[config.mk]
export PLATFORM = sky130hd
export DESIGN_NAME = clock_enable_gen
export DESIGN_NICKNAME = d
export VERILOG_FILES = /design/src/rtl/clock_pkg.sv /design/src/rtl/clock_div_channel.sv /design/src/rtl/clock_enable_gen.sv
export SDC_FILE = /design/constraint.sdc
export NUM_CORES = 1
export LEC_CHECK = 0
export ABC_CLOCK_PERIOD_IN_PS = 3800
export BUFFER_PORTS_ARGS = -buffer_cell sky130_fd_sc_hd__clkbuf_2
export CAP_MARGIN = 10
export CORE_ASPECT_RATIO = 0.9
export CORE_MARGIN = 5
export CORE_UTILIZATION = 35
export DETAILED_ROUTE_END_ITERATION = 6
export GPL_TIMING_DRIVEN = 0
export MAX_ROUTING_LAYER = met4
export SLEW_MARGIN = 20
export SYNTH_ARGS = -nofsm -noshare
export SYNTH_HDL_FRONTEND = slang
export SYNTH_HIERARCHICAL = 1
export SYNTH_SLANG_ARGS = --single-unit
[constraint.sdc]
create_clock -name clk -period 3.8 [get_ports clk]
set_input_delay 0.57 -clock clk [delete_from_list [all_inputs] [get_ports clk]]
set_output_delay 0.57 -clock clk [all_outputs]
set_load 0.02 [all_outputs]
[src/rtl/clock_pkg.sv]
// Shared constants, types and helpers for the clock-enable generator.
package clock_pkg;

    // Nominal system clock feeding the generator.
    localparam int CLK_HZ         = 48_000_000;
    // Divisor loaded at reset: 48 MHz / 48 = 1 MHz tick.
    localparam int DEFAULT_DIV_C  = 48;
    // Cycles between reset release and ready.
    localparam int RST_HOLD_C     = 16;
    // Default divisor width.
    localparam int DIV_W_C        = 16;

    // Divisor value at the default width.
    typedef logic [DIV_W_C-1:0] divisor_t;

    // What a channel does on the coming edge.
    typedef enum logic [2:0] {
        ACT_HOLD  = 3'd0,   // clock tree not settled: held at reload
        ACT_SYNC  = 3'd1,   // global phase realignment
        ACT_IDLE  = 3'd2,   // channel disabled
        ACT_WRAP  = 3'd3,   // counter reached zero: tick and reload
        ACT_COUNT = 3'd4    // normal decrement
    } ch_action_e;

    // Ready sequencer states.
    typedef enum logic [0:0] {
        SEQ_HOLD = 1'b0,
        SEQ_RUN  = 1'b1
    } seq_state_e;

    // Width of the channel-select field; at least one bit.
    function automatic int sel_width(input int n);
        if (n <= 1) begin
            return 1;
        end else begin
            return $clog2(n);
        end
    endfunction

endpackage

[src/rtl/clock_div_channel.sv]
// One divider channel: down-counter with shadow/active divisor pair,
// one-cycle tick pulse and a square wave toggling on every tick.
module clock_div_channel
    import clock_pkg::*;
#(
    parameter int DIV_W       = 16,
    parameter int DEFAULT_DIV = 48
) (
    input  logic             clk,
    input  logic             reset,
    input  logic             ready,
    input  logic             en,
    input  logic             sync,
    input  logic             wr,
    input  logic [DIV_W-1:0] wr_val,
    output logic             tick,
    output logic             div_clk
);

    localparam logic [DIV_W-1:0] RESET_DIV = DIV_W'(DEFAULT_DIV);
    localparam logic [DIV_W-1:0] ONE       = DIV_W'(1);
    localparam logic [DIV_W-1:0] ZERO      = {DIV_W{1'b0}};

    logic [DIV_W-1:0] cnt_r;
    logic [DIV_W-1:0] active_r;
    logic [DIV_W-1:0] shadow_r;
    logic             tick_r;
    logic             div_clk_r;

    logic [DIV_W-1:0] shadow_next_s;
    ch_action_e       action_s;

    // A write in this cycle is visible to any reload happening in this cycle.
    always_comb begin
        shadow_next_s = shadow_r;
        if (wr) begin
            shadow_next_s = wr_val;
        end else begin
            shadow_next_s = shadow_r;
        end
    end

    // Pick the channel action; sync outranks a wrap, ready gates everything.
    always_comb begin
        action_s = ACT_HOLD;
        if (!ready) begin
            action_s = ACT_HOLD;
        end else if (sync) begin
            action_s = ACT_SYNC;
        end else if (!en) begin
            action_s = ACT_IDLE;
        end else if (cnt_r == ZERO) begin
            action_s = ACT_WRAP;
        end else begin
            action_s = ACT_COUNT;
        end
    end

    // Counter, divisor registers and registered tick/div_clk outputs.
    always_ff @(posedge clk) begin
        if (reset) begin
            cnt_r     <= RESET_DIV - ONE;
            active_r  <= RESET_DIV;
            shadow_r  <= RESET_DIV;
            tick_r    <= 1'b0;
            div_clk_r <= 1'b0;
        end else begin
            shadow_r <= shadow_next_s;
            case (action_s)
                ACT_HOLD: begin
                    // Settles on the latest divisor one cycle after a write.
                    cnt_r     <= active_r - ONE;
                    active_r  <= shadow_next_s;
                    tick_r    <= 1'b0;
                    div_clk_r <= 1'b0;
                end
                ACT_SYNC: begin
                    cnt_r     <= shadow_next_s - ONE;
                    active_r  <= shadow_next_s;
                    tick_r    <= 1'b0;
                    div_clk_r <= 1'b0;
                end
                ACT_IDLE: begin
                    // Disabled: a new divisor applies straight away.
                    cnt_r     <= shadow_next_s - ONE;
                    active_r  <= shadow_next_s;
                    tick_r    <= 1'b0;
                    div_clk_r <= div_clk_r;
                end
                ACT_WRAP: begin
                    cnt_r     <= shadow_next_s - ONE;
                    active_r  <= shadow_next_s;
                    tick_r    <= 1'b1;
                    div_clk_r <= ~div_clk_r;
                end
                ACT_COUNT: begin
                    cnt_r     <= cnt_r - ONE;
                    active_r  <= active_r;
                    tick_r    <= 1'b0;
                    div_clk_r <= div_clk_r;
                end
                default: begin
                    cnt_r     <= active_r - ONE;
                    active_r  <= active_r;
                    tick_r    <= 1'b0;
                    div_clk_r <= 1'b0;
                end
            endcase
        end
    end

    assign tick    = tick_r;
    assign div_clk = div_clk_r;

endmodule

[src/rtl/clock_enable_gen.sv]
// Clock-enable generator: ready sequencer after reset, divisor write
// decode, and NUM_CH independent divider channels.
module clock_enable_gen
    import clock_pkg::*;
#(
    parameter int NUM_CH      = 4,
    parameter int DIV_W       = 16,
    parameter int DEFAULT_DIV = DEFAULT_DIV_C,
    parameter int RST_HOLD    = RST_HOLD_C
) (
    input  logic                         clk,
    input  logic                         reset,
    input  logic                         div_wr,
    input  logic [sel_width(NUM_CH)-1:0] div_sel,
    input  logic [DIV_W-1:0]             div_val,
    input  logic [NUM_CH-1:0]            ch_en,
    input  logic                         sync_req,
    output logic [NUM_CH-1:0]            tick,
    output logic [NUM_CH-1:0]            div_clk,
    output logic                         ready
);

    localparam int SEL_W  = sel_width(NUM_CH);
    localparam int HOLD_W = (RST_HOLD <= 1) ? 1 : $clog2(RST_HOLD);
    localparam logic [HOLD_W-1:0] HOLD_LAST = HOLD_W'(RST_HOLD - 1);

    seq_state_e          seq_r;
    logic [HOLD_W-1:0]   hold_r;
    logic                ready_r;

    logic [NUM_CH-1:0]   wr_s;
    logic [DIV_W-1:0]    wr_val_s;
    logic                sync_s;

    // Ready sequencer: count settle cycles, then stay ready until reset.
    always_ff @(posedge clk) begin
        if (reset) begin
            seq_r   <= SEQ_HOLD;
            hold_r  <= {HOLD_W{1'b0}};
            ready_r <= 1'b0;
        end else begin
            case (seq_r)
                SEQ_HOLD: begin
                    if (hold_r == HOLD_LAST) begin
                        seq_r   <= SEQ_RUN;
                        hold_r  <= hold_r;
                        ready_r <= 1'b1;
                    end else begin
                        seq_r   <= SEQ_HOLD;
                        hold_r  <= hold_r + HOLD_W'(1);
                        ready_r <= 1'b0;
                    end
                end
                SEQ_RUN: begin
                    seq_r   <= SEQ_RUN;
                    hold_r  <= hold_r;
                    ready_r <= 1'b1;
                end
                default: begin
                    seq_r   <= SEQ_HOLD;
                    hold_r  <= {HOLD_W{1'b0}};
                    ready_r <= 1'b0;
                end
            endcase
        end
    end

    // Divisor write decode; zero is promoted to one, unmatched selects drop.
    always_comb begin
        wr_s     = {NUM_CH{1'b0}};
        wr_val_s = div_val;
        if (div_val == {DIV_W{1'b0}}) begin
            wr_val_s = DIV_W'(1);
        end else begin
            wr_val_s = div_val;
        end
        for (int i = 0; i < NUM_CH; i++) begin
            if (div_wr && (div_sel == SEL_W'(i))) begin
                wr_s[i] = 1'b1;
            end else begin
                wr_s[i] = 1'b0;
            end
        end
    end

    // Realignment only acts once the clock tree is settled.
    always_comb begin
        sync_s = 1'b0;
        if (ready_r) begin
            sync_s = sync_req;
        end else begin
            sync_s = 1'b0;
        end
    end

    for (genvar g = 0; g < NUM_CH; g++) begin : g_ch
        clock_div_channel #(
            .DIV_W       (DIV_W),
            .DEFAULT_DIV (DEFAULT_DIV)
        ) u_ch (
            .clk     (clk),
            .reset   (reset),
            .ready   (ready_r),
            .en      (ch_en[g]),
            .sync    (sync_s),
            .wr      (wr_s[g]),
            .wr_val  (wr_val_s),
            .tick    (tick[g]),
            .div_clk (div_clk[g])
        );
    end

    assign ready = ready_r;

endmodule
==> impl_metrics.env <==
export IMPL_row_count=59
export IMPL_period_needed_ns=3.56
export IMPL_final_cells=1634
export IMPL_worst_ep_arrival_time_ns=3.99
export IMPL_design_core_area_sq_um=28700
export IMPL_worst_path_max_delay_cell="sky130_fd_sc_hd__dfxtp_2"
export IMPL_routabilityCongestion=0.934
export IMPL_port_buffer_count=34
export IMPL_clk_root_buffer_cell="sky130_fd_sc_hd__clkbuf_16"
export IMPL_route_detailed_vias_per_inst=5.63
export IMPL_ys_seq_area_share_pct=40.5
export IMPL_htreeDepth=1
export IMPL_uppermost_layer_routed="met4"
export IMPL_grt_setup_unrepaired="no"
export IMPL_postCtsSetupRepairBufs=0
export IMPL_syn_nets=1229
export IMPL_postSynth_asyncResetShare_pct=0
export IMPL_run_status="completed"
export IMPL_post_synth_cell_area_avg_sq_um=8.47
export IMPL_max_slew_margin_pct=37.1
export IMPL_flow_area_growth_from_synthesis_pct=13.5
export IMPL_timing_critical_path_to_type="flip-flop"
export IMPL_clkLatencyLatePin_ns=0.50
export IMPL_routed_wire_length_per_instance_microns=18.4
export IMPL_grt_pass1_vias=8551
export IMPL_global_route_wire_length_before_repair_microns=47600
export IMPL_hpwl_after_dpl_microns=21600
export IMPL_layout_core_utilization_pct=40.1
export IMPL_path_max_fanout=10
export IMPL_synthCells=1198
export IMPL_number_of_distinct_standard_cells_referenced_by_the_synthesized_netlist=53
export IMPL_met2RoutedLength_microns=13000
export IMPL_drcViolationCount=0
export IMPL_r2r_setup_slack_ns=0.24
export IMPL_detailroute_wirelength_met3_microns=1830
export IMPL_floorplan_die_area_sq_um=32500
export IMPL_fin_skew_ns=0.00904
export IMPL_drtIter0Drc=793
export IMPL_power_density_nw_per_um2=427
export IMPL_finalNetCount=1287
export IMPL_fmax_ghz=0.281
export IMPL_num_antenna_cells=0
export IMPL_synth_simple_gate_area_share_pct=21.7
export IMPL_drive_above_1_share_pct=11.4
export IMPL_synthAdderAreaFrac_pct=0.617
export IMPL_clock_sink_count=205
export IMPL_largest_net_degree_at_the_start_of_global_routing=25
export IMPL_worst_setup_path_type="reg2reg"
export IMPL_dominant_combinational_cell_family_by_area_after_synthesis="compound AO/OA/AOI/OAI gates"
export IMPL_max_buffers_root_to_sink=3
export IMPL_setup_worst_path_end="g_ch[1].u_ch/cnt_r[14]"
export IMPL_die_height_microns=171
export IMPL_yosysWarningCount=6
export IMPL_synth_compound_area_share_pct=22.0
export IMPL_initial_utilization_pct=35.3
export IMPL_rr_startpoint="ready"
export IMPL_report_final_slew_viol_count=0
export IMPL_globalRouteTotalUtil_pct=18.6
export IMPL_yosys_most_used_dff="sky130_fd_sc_hd__dfxtp_1"
export IMPL_antenna_left=0
export IMPL_drt_pre_antenna_iters=5
export IMPL_met1Wirelength_microns=14300
export IMPL_cp_data_required_time_ns=4.23
export IMPL_hold_path_class="reg2reg"
export IMPL_ys_ff_latch=205
export IMPL_global_route_overflow_total=0
export IMPL_antenna_found_initial=0
export IMPL_critical_path_startpoint="ready"
export IMPL_mux_contribution_to_synthesized_area_pct=9.28
export IMPL_synthesis_area_sq_um=10100
export IMPL_critical_path_max_stage_delay_ns=0.51
export IMPL_r2r_worst_path_cells=11
export IMPL_floorplan_die_width_microns=189
export IMPL_p_leak_nw=4.40
export IMPL_final_hold_viol_count=0
export IMPL_min_period_over_period_pct=93.7
export IMPL_totalNegativeSetupSlack_ns=0
export IMPL_startpoint_type="flip-flop"
export IMPL_clock_slew_at_reported_path_ffs_ns=0.06
export IMPL_setup_viol_count_final=0
export IMPL_io_pins=35
export IMPL_synth_xor_xnor_area_share_pct=1.47
export IMPL_num_vias=9203
export IMPL_worstPathCellList="buf_2 -> buf_2 -> buf_1 -> clkbuf_2 -> clkbuf_2 -> o211ai_1 -> o21ai_0 -> ha_1 -> o211ai_1 -> nor4_1 -> mux2i_1"
export IMPL_vdd_drop_max_mv=0.301
export IMPL_cts_buffers_inserted=23
export IMPL_routed_wirelength_microns=30100
export IMPL_r2r_end="g_ch[1].u_ch/cnt_r[14]"
export IMPL_synth_edff_count=0
export IMPL_tritoncts_clock_tree="yes"
export IMPL_worstMarginPinSlew_ns=0.931
export IMPL_maxCapViolCount=0
export IMPL_dp_cells=1598
==> metrics by stage <==
| step | total power [mW] | hold WS (ns) | setup WS (ns) | area, sq um |
|---|---|---|---|---|
| after CTS | 4.96 | 0.499 | 0.0414 | 11500 |
| after global placement | 2.76 | 0.480 | -0.232 | 10800 |
| after detailed placement | 2.77 | 0.480 | -0.210 | 10800 |
| final | 4.91 | 0.500 | 0.239 | 11500 |
| after floorplan | 2.62 | 0.460 | 0.711 | 10100 |
| after global routing | 5.10 | 0.527 | 0.00429 | 11500 |
==> layer usage <==
| metal | track usage [%] | vias to the layer above |
|---|---|---|
| met5 | - | - |
| met4 | 6.57 | 0 |
| met3 | 2.84 | 63 |
| met2 | 27.8 | 312 |
| met1 | 25.7 | 4332 |
| li1 | - | 4496 |
==> cells in the final DEF (no fill, tap or decap), types with 8 or more instances in the layout <==
master / instances
sky130_fd_sc_hd__or3_1: 24
sky130_fd_sc_hd__nor2b_1: 8
sky130_fd_sc_hd__nand3b_1: 16
sky130_fd_sc_hd__o211a_1: 8
sky130_fd_sc_hd__a31oi_1: 24
sky130_fd_sc_hd__xor2_1: 8
sky130_fd_sc_hd__o31ai_1: 12
sky130_fd_sc_hd__mux2_2: 8
sky130_fd_sc_hd__dfxtp_1: 204
sky130_fd_sc_hd__a21o_1: 8
sky130_fd_sc_hd__xnor2_1: 9
sky130_fd_sc_hd__o41a_1: 8
sky130_fd_sc_hd__o21ai_0: 48
sky130_fd_sc_hd__nor3_1: 31
sky130_fd_sc_hd__a2bb2oi_1: 20
sky130_fd_sc_hd__buf_2: 24
sky130_fd_sc_hd__mux2i_1: 85
sky130_fd_sc_hd__nor4_1: 27
sky130_fd_sc_hd__clkbuf_2: 42
sky130_fd_sc_hd__nand3_1: 8
sky130_fd_sc_hd__clkbuf_16: 23
sky130_fd_sc_hd__a21oi_1: 49
sky130_fd_sc_hd__o211ai_1: 32
sky130_fd_sc_hd__inv_1: 14
sky130_fd_sc_hd__clkbuf_1: 46
sky130_fd_sc_hd__a211oi_1: 65
sky130_fd_sc_hd__nor2_1: 172
sky130_fd_sc_hd__nand2b_1: 12
sky130_fd_sc_hd__buf_1: 15
sky130_fd_sc_hd__nand2_1: 113
sky130_fd_sc_hd__or2_2: 16
==> final cells by class <==
class / instances / area [sq um]
Fill cell: 2895 / 17200
Multi-Input combinational cell: 888 / 5580
Sequential cell: 205 / 4110
Clock buffer: 35 / 671
Tap cell: 366 / 458
Buffer: 90 / 408
Timing Repair Buffer: 34 / 170
Clock inverter: 2 / 60.1
Inverter: 14 / 52.6
==> power by group <==
| group | total (mW) | internal, mW | switching [mW] |
|---|---|---|---|
| Clock | 2.18 | 1.34 | 0.842 |
| Sequential | 2.27 | 2.22 | 0.0448 |
| Combinational | 0.464 | 0.166 | 0.298 |
| Total | 4.91 | 3.72 | 1.18 |
==> timing repair <==
action	CTS	global route
hold buffers	0	0
gates resized for setup	2	14
pin swaps	0	0
endpoints found under the setup margin	12	16
==> kinds of logic after synthesis <==
group                      after synthesis
DFF                                    205
adders and majority gates                5
AOI/OAI and AO/OA                      312
buffers and inverters                  105
and+or+nand+nor                        461
muxes                                   93
xor gates and xnor gates                17
==> critical path, delay by kind of cell (launching register included) <==
| kind | cells | cell delay (ns) |
|---|---|---|
| buffers and inverters | 5 | 1.45 |
| AOI/OAI and AO/OA | 3 | 0.55 |
| muxes | 1 | 0.22 |
| and+or+nand+nor | 1 | 0.46 |
| DFF | 1 | 0.51 |
| adders and majority gates | 1 | 0.29 |
==> worst min path at each step <==
stage	startpoint	endpoint	slack [ns]	cells past startpoint
4_1_cts	g_ch[3].u_ch/active_r[14]	g_ch[3].u_ch/active_r[14]	0.50	2
3_5_place_dp	g_ch[1].u_ch/active_r[4]	g_ch[1].u_ch/active_r[4]	0.48	2
2_1_floorplan	g_ch[0].u_ch/shadow_r[4]	g_ch[0].u_ch/shadow_r[4]	0.46	2
3_3_place_gp	g_ch[3].u_ch/active_r[4]	g_ch[3].u_ch/active_r[4]	0.48	2
6_report	g_ch[2].u_ch/active_r[15]	g_ch[2].u_ch/active_r[15]	0.50	2
5_1_grt	g_ch[1].u_ch/active_r[13]	g_ch[1].u_ch/active_r[13]	0.53	2
==> state kept, by name, summed over array words and instances (netlist names) <==
name                flops
g_ch.u_ch/div_clk       4
hold_r                  4
g_ch.u_ch/shadow_r     64
ready                   1
g_ch.u_ch/active_r     64
g_ch.u_ch/tick          4
g_ch.u_ch/cnt_r        64
==> Yosys cell counts (20+ instances only) <==
master / count / area (sq um)
sky130_fd_sc_hd__o211ai_1: 32 / 240
sky130_fd_sc_hd__or3_1: 24 / 150
sky130_fd_sc_hd__nand2_1: 113 / 424
sky130_fd_sc_hd__nor3_1: 31 / 155
sky130_fd_sc_hd__o21ai_0: 48 / 240
sky130_fd_sc_hd__mux2i_1: 85 / 851
sky130_fd_sc_hd__a2bb2oi_1: 20 / 175
sky130_fd_sc_hd__a21oi_1: 49 / 245
sky130_fd_sc_hd__a211oi_1: 65 / 488
sky130_fd_sc_hd__a31oi_1: 24 / 150
sky130_fd_sc_hd__dfxtp_1: 205 / 4100
sky130_fd_sc_hd__clkbuf_1: 47 / 176
sky130_fd_sc_hd__nor2_1: 172 / 646
sky130_fd_sc_hd__buf_2: 24 / 120
sky130_fd_sc_hd__nor4_1: 27 / 169
Note: power is estimated with default switching activity, not from simulation.
